## config.mk

```make
export PLATFORM = sky130hd
export DESIGN_NAME = cic_decimator
export DESIGN_NICKNAME = d
export VERILOG_FILES = /design/src/rtl/cic_pkg.sv /design/src/rtl/cic_channel.sv /design/src/rtl/cic_decimator.sv
export SDC_FILE = /design/constraint.sdc
export NUM_CORES = 2
export LEC_CHECK = 0
export ABC_CLOCK_PERIOD_IN_PS = 3000
export CORE_MARGIN = 5
export CORE_UTILIZATION = 45
export CTS_CLUSTER_DIAMETER = 150
export DETAILED_ROUTE_END_ITERATION = 8
export SYNTH_ARGS = -nofsm -noshare
export SYNTH_HDL_FRONTEND = slang
export SYNTH_SLANG_ARGS = --single-unit
```

## constraint.sdc

```tcl
create_clock -name i_clk -period 3 [get_ports i_clk]
set_input_delay 0.3 -clock i_clk [delete_from_list [all_inputs] [get_ports i_clk]]
set_output_delay 0.3 -clock i_clk [all_outputs]
set_load 0.05 [all_outputs]
```

## src/rtl/cic_pkg.sv

```systemverilog
// Shared sizing helpers and parameter legality checks for the CIC decimator.
package cic_pkg;

  localparam int MAX_STAGES = 6;

  function automatic int clog2(input int value);
    int r;
    r = 0;
    for (int v = value - 1; v > 0; v = v >>> 1) begin
      r = r + 1;
    end
    return r;
  endfunction

  function automatic int acc_width(input int in_w, input int stages, input int dec);
    return in_w + stages * clog2(dec);
  endfunction

  function automatic bit params_ok(input int in_w, input int out_w, input int dec, input int stages);
    return (dec >= 2) && ((dec & (dec - 1)) == 0) &&
           (stages >= 1) && (stages <= MAX_STAGES) &&
           (in_w >= 2) && (out_w >= 1) && (out_w <= acc_width(in_w, stages, dec));
  endfunction

endpackage

```

## src/rtl/cic_channel.sv

```systemverilog
// One CIC data path: input register, pipelined integrator chain, decimation tap and comb chain.
module cic_channel
  import cic_pkg::*;
#(
  parameter int IN_W   = 17,
  parameter int OUT_W  = 17,
  parameter int ACC_W  = 26,
  parameter int STAGES = 3
) (
  input  logic              i_clk,
  input  logic              i_resetn,
  input  logic              i_in_en,
  input  logic [IN_W-1:0]   i_data,
  input  logic [STAGES-1:0] i_int_en,
  input  logic              i_dec_en,
  input  logic [STAGES-1:0] i_comb_en,
  output logic [OUT_W-1:0]  o_data
);

  logic signed [ACC_W-1:0] r_in;
  logic signed [ACC_W-1:0] r_dec;
  logic signed [ACC_W-1:0] r_int  [STAGES];
  logic signed [ACC_W-1:0] r_comb [STAGES];
  logic signed [ACC_W-1:0] r_prev [STAGES];
  logic signed [ACC_W-1:0] w_int_src  [STAGES];
  logic signed [ACC_W-1:0] w_comb_src [STAGES];
  logic signed [ACC_W-1:0] w_ext;

  assign w_ext = {{(ACC_W - IN_W){i_data[IN_W-1]}}, i_data};

  always_comb begin
    for (int k = 0; k < STAGES; k++) begin
      w_int_src[k]  = r_in;
      w_comb_src[k] = r_dec;
    end
    for (int k = 1; k < STAGES; k++) begin
      w_int_src[k]  = r_int[k-1];
      w_comb_src[k] = r_comb[k-1];
    end
  end

  // Each stage only moves when its own valid bit arrives, so input gaps never change results.
  always_ff @(posedge i_clk or negedge i_resetn) begin
    if (!i_resetn) begin
      r_in  <= '0;
      r_dec <= '0;
      for (int k = 0; k < STAGES; k++) begin
        r_int[k]  <= '0;
        r_comb[k] <= '0;
        r_prev[k] <= '0;
      end
    end else begin
      if (i_in_en) r_in <= w_ext;
      if (i_dec_en) r_dec <= r_int[STAGES-1];
      for (int k = 0; k < STAGES; k++) begin
        if (i_int_en[k]) r_int[k] <= r_int[k] + w_int_src[k];
        if (i_comb_en[k]) begin
          r_comb[k] <= w_comb_src[k] - r_prev[k];
          r_prev[k] <= w_comb_src[k];
        end
      end
    end
  end

  assign o_data = r_comb[STAGES-1][ACC_W-1 -: OUT_W];

endmodule

```

## src/rtl/cic_decimator.sv

```systemverilog
// Dual-channel (I/Q) CIC decimator: shared valid pipeline and decimation counter, two data paths.
module cic_decimator
  import cic_pkg::*;
#(
  parameter int INPUT_DATA_WIDTH  = 17,
  parameter int OUTPUT_DATA_WIDTH = 17,
  parameter int DECIMATION        = 8,
  parameter int STAGES            = 3
) (
  input  logic                                i_clk,
  input  logic                                i_resetn,
  input  logic                                i_valid,
  input  logic signed [INPUT_DATA_WIDTH-1:0]  i_xIn,
  input  logic signed [INPUT_DATA_WIDTH-1:0]  i_yIn,
  output logic signed [OUTPUT_DATA_WIDTH-1:0] o_xOut,
  output logic signed [OUTPUT_DATA_WIDTH-1:0] o_yOut,
  output logic                                o_valid
);

  localparam int ACC_WIDTH = acc_width(INPUT_DATA_WIDTH, STAGES, DECIMATION);
  localparam int CNT_W     = clog2(DECIMATION);

  if (!params_ok(INPUT_DATA_WIDTH, OUTPUT_DATA_WIDTH, DECIMATION, STAGES)) begin : g_bad_params
    $error("cic_decimator: illegal DECIMATION/STAGES/width combination");
  end

  logic                         r_vin;
  logic [STAGES-1:0]            r_vint;
  logic [STAGES-1:0]            r_vcomb;
  logic                         r_vdec;
  logic [CNT_W-1:0]             r_cnt;
  logic [OUTPUT_DATA_WIDTH-1:0] r_xout;
  logic [OUTPUT_DATA_WIDTH-1:0] r_yout;
  logic                         r_valid;
  logic [STAGES:0]              w_int_chain;
  logic [STAGES:0]              w_comb_chain;
  logic [STAGES-1:0]            w_int_en;
  logic [STAGES-1:0]            w_comb_en;
  logic                         w_dec_en;
  logic [OUTPUT_DATA_WIDTH-1:0] w_xtrunc;
  logic [OUTPUT_DATA_WIDTH-1:0] w_ytrunc;

  assign w_int_chain  = {r_vint, r_vin};
  assign w_comb_chain = {r_vcomb, r_vdec};
  assign w_int_en     = w_int_chain[STAGES-1:0];
  assign w_comb_en    = w_comb_chain[STAGES-1:0];
  assign w_dec_en     = r_vint[STAGES-1] && (r_cnt == CNT_W'(DECIMATION - 1));

  // Valid pipeline, decimation counter and registered outputs.
  always_ff @(posedge i_clk or negedge i_resetn) begin
    if (!i_resetn) begin
      r_vin   <= 1'b0;
      r_vint  <= '0;
      r_vdec  <= 1'b0;
      r_vcomb <= '0;
      r_cnt   <= '0;
      r_xout  <= '0;
      r_yout  <= '0;
      r_valid <= 1'b0;
    end else begin
      r_vin   <= i_valid;
      r_vint  <= w_int_en;
      r_vdec  <= w_dec_en;
      r_vcomb <= w_comb_en;
      if (r_vint[STAGES-1]) r_cnt <= w_dec_en ? '0 : r_cnt + CNT_W'(1);
      r_valid <= r_vcomb[STAGES-1];
      if (r_vcomb[STAGES-1]) begin
        r_xout <= w_xtrunc;
        r_yout <= w_ytrunc;
      end
    end
  end

  cic_channel #(
    .IN_W(INPUT_DATA_WIDTH), .OUT_W(OUTPUT_DATA_WIDTH), .ACC_W(ACC_WIDTH), .STAGES(STAGES)
  ) u_chan_i (
    .i_clk(i_clk), .i_resetn(i_resetn), .i_in_en(i_valid), .i_data(i_xIn),
    .i_int_en(w_int_en), .i_dec_en(w_dec_en), .i_comb_en(w_comb_en), .o_data(w_xtrunc)
  );

  cic_channel #(
    .IN_W(INPUT_DATA_WIDTH), .OUT_W(OUTPUT_DATA_WIDTH), .ACC_W(ACC_WIDTH), .STAGES(STAGES)
  ) u_chan_q (
    .i_clk(i_clk), .i_resetn(i_resetn), .i_in_en(i_valid), .i_data(i_yIn),
    .i_int_en(w_int_en), .i_dec_en(w_dec_en), .i_comb_en(w_comb_en), .o_data(w_ytrunc)
  );

  assign o_xOut  = r_xout;
  assign o_yOut  = r_yout;
  assign o_valid = r_valid;

endmodule

```

==> reports/qor.txt <==
min-delay src: i_yIn[1]
Yosys top cell area share: 40.9%
vias per inst: 5.19
post-synthesis sequential area ratio: 40.9%
initial antenna violation count: 0
Required @ worst endpoint: 3480 ps
Avg WL per Cell: 14.3 um
Critical Path Start Type: flop
area leader, netlist: dfrtp_1
crit path DAT: 3480 ps
Unique masters post-synth: 80
DR iter-0 viols: 1185
Crit Path Category: flop to flop
vias in the first global route: 24.5k
final setup violation count: 1
syn_area_per_cell: 10.0 um2
NumNets Final: 4085
first-pass GRT wire length: 120000 um
Die Span Y: 291 um
EDFF count, synth: 0
final worst slack: -5.28 ps
Post-synth top cells: 582 x dfrtp_1, 345 x mux2_2, 305 x nand2_1
CTS H-tree depth: 3
failing checks: negative setup slack
Top Ports: 72
min-delay worst type: input pin to flop
reg-to-reg setup timing slack: -5 ps
endpoint class of the critical path: flop
ANT nets after route: 0
met2 wire length: 29200 um
Clock Tree Root: clkbuf_16
Total Wirelength: 69200 um
metal3 WL: 1860 um
ant diodes: 0
sink of the worst hold path: u_chan_q.r_in[1]$_DFFE_PN0P_
Fmax: 333 MHz
DP Wirelength: 50600 um
total gr overflow: 0
cts bufs inserted: 67
Top Metal Used: met4
ranking of synthesized cells by area: dfrtp_1 41%, mux2_2 11%, ha_1 11%
Die ar.: 0.0848 mm2
Die W: 291 um
crit path from: u_chan_q.r_dec[0]$_DFFE_PN0P_
core area: 0.0787 mm2
crit path time final: 3010 ps
most frequent cell after synthesis: dfrtp_1
Final period util: 100%
Fin. Hold Viols: 0
WL met1: 36800 um
CTS tree: done
clock buffer depth: 3
top_reg_cell synth: dfrtp_1
RD Place Congestion: 0.850
worst hold slack: 267 ps
Pre-antenna DRT Iters: 5
clk slew on worst S/H paths: 60 ps
skew final: 15.9 ps
Via Count: 25.1k
largest net degree at the start of global routing: 96
share of post-route cells with drive strength above 1: 20.3%
hold path depth: 3
number of synthesized register bits: 582
Worst-Skew Late Latency: 600 ps
RSZ-0062 raised after global routing: true
Synth async-reset ratio: 100%
Slew headroom: 50.3%
Least-Margin Pin Slew: 745 ps
worst r2r src: u_chan_q.r_dec[0]$_DFFE_PN0P_
synthesized cell area: 0.0356 mm2
capture point of the worst reg-to-reg path: u_chan_q.r_comb[74]$_DFFE_PN0P_
row cnt: 103
Clock Sinks: 582
Mapped Cells: 3546
synth-to-layout area growth: 16.7%
max_cap viols: 0
R2R cell count: 13
status: complete, but fails checks
syn_nets: 3893
Warnings, synthesis: 0
critical path peak fanout: 3
Slew Viols, Final: 0
GRT Total Usage: 16.1%
DR DRC count: 0
starting utilization of the core area: 45.2%
Port Buffers: 71
layout make-up:
class	count	area [um2]
Clock buffer	90	1900
Clock inverter	31	425
Fill cell	7067	37200
Inverter	238	893
Multi-Input combinational cell	2602	20200
Sequential cell	582	14600
Tap cell	1050	1310
Timing Repair Buffer	247	2200
worst max path at each step:
stage,end,slack (ps),depth (start not counted)
2_1_floorplan,u_chan_q.r_int[77]$_DFFE_PN0P_,30,10
3_3_place_gp,u_chan_q.r_comb[77]$_DFFE_PN0P_,-170,12
3_5_place_dp,u_chan_q.r_comb[74]$_DFFE_PN0P_,-230,13
4_1_cts,u_chan_q.r_comb[74]$_DFFE_PN0P_,-40,13
5_1_grt,u_chan_q.r_comb[74]$_DFFE_PN0P_,-180,13
6_report,u_chan_q.r_comb[74]$_DFFE_PN0P_,-5,13
state kept, by name, indices dropped and copies added, names as in the netlist:
name / flops
u_chan_i.r_in: 17
u_chan_i.r_int: 78
u_chan_i.r_dec: 26
r_vin: 1
o_valid: 1
r_cnt: 3
u_chan_q.r_dec: 26
r_vdec: 1
o_yOut: 17
u_chan_i.r_prev: 78
u_chan_q.r_int: 78
u_chan_q.r_prev: 78
u_chan_q.o_data: 17
r_vcomb: 3
r_vint: 3
u_chan_q.r_comb: 52
o_xOut: 17
u_chan_i.r_comb: 52
u_chan_q.r_in: 17
u_chan_i.o_data: 17
layout by cell type, fill, tap and decap left out, types with 13 or more instances in the layout:
cell type and count:
o21bai_1 29, a31oi_1 24, o21ai_0 267, o211ai_1 20, mux2i_1 15, nand2_1 303, xor2_1 74, a211oi_1 19
a21oi_1 214, buf_4 161, and3_1 23, clkbuf_16 68, a21o_1 170, xnor2_1 174, nor3_1 29, o21a_1 36
or3_1 17, nand4_1 32, nor2b_1 25, inv_1 232, nand2b_1 29, and2_1 13, ha_1 288, nor2_1 145
o21ai_1 19, a21oi_2 18, clkdlybuf4s50_1 70, nand3_1 44, dfrtp_1 575, mux2_2 344, a211o_1 14
critical path, cell delays in order (launching register included):
cell and delay (ps):
dfrtp_1 390, inv_2 80, ha_4 130, inv_2 30, fa_2 340, a211oi_2 270, o211ai_1 170, a221oi_2 310
o21bai_2 130, o31a_1 330, nor3_2 230, o21bai_1 100, xor2_1 140, mux2_4 260
layer usage:
layer | vias up | GRT usage, %
met3 | 98 | 2.04
met2 | 286 | 24.2
met5 | - | 0
met4 | 0 | 3.91
met1 | 11644 | 24.7
li1 | 13080 | -
per-stage QoR:
| stage | instances | setup TNS (ps) | util [%] | instance area (um2) | setup slack [ps] |
|---|---|---|---|---|---|
| CTS | 4825 | -57.8 | 52.1 | 41000 | -40.0 |
| detailed placement | 4701 | -1290 | 48.9 | 38500 | -231 |
| global placement | 4701 | -702 | 48.9 | 38500 | -174 |
| global route | 4840 | -546 | 52.8 | 41500 | -176 |
| floorplan | 3546 | 0 | - | 35600 | 30.1 |
| finish | 4840 | -5.28 | 52.8 | 41500 | -5.28 |
logic make-up after synthesis:
kind of cell	count (synthesis)	synth area share [%]
compound gates	976	17.5
simple gates	706	9.15
flops	582	40.9
buf+inv	362	3.82
mux	361	11.4
fa+ha+maj	310	11.1
xor+xnor	249	6.15
timing repair:
action | in CTS | in global routing
pin swaps | 11 | 64
resized for setup | 21 | 101
hold buffers | 1 | 0
endpoints found under the setup margin | 19 | 70
endpoints found under the hold margin | 57 | 0
setup buffers | 2 | 16
Power is left out: the tool's default activity adds up to more than one toggle a clock period on the data nets, which glitch-free logic cannot reach.
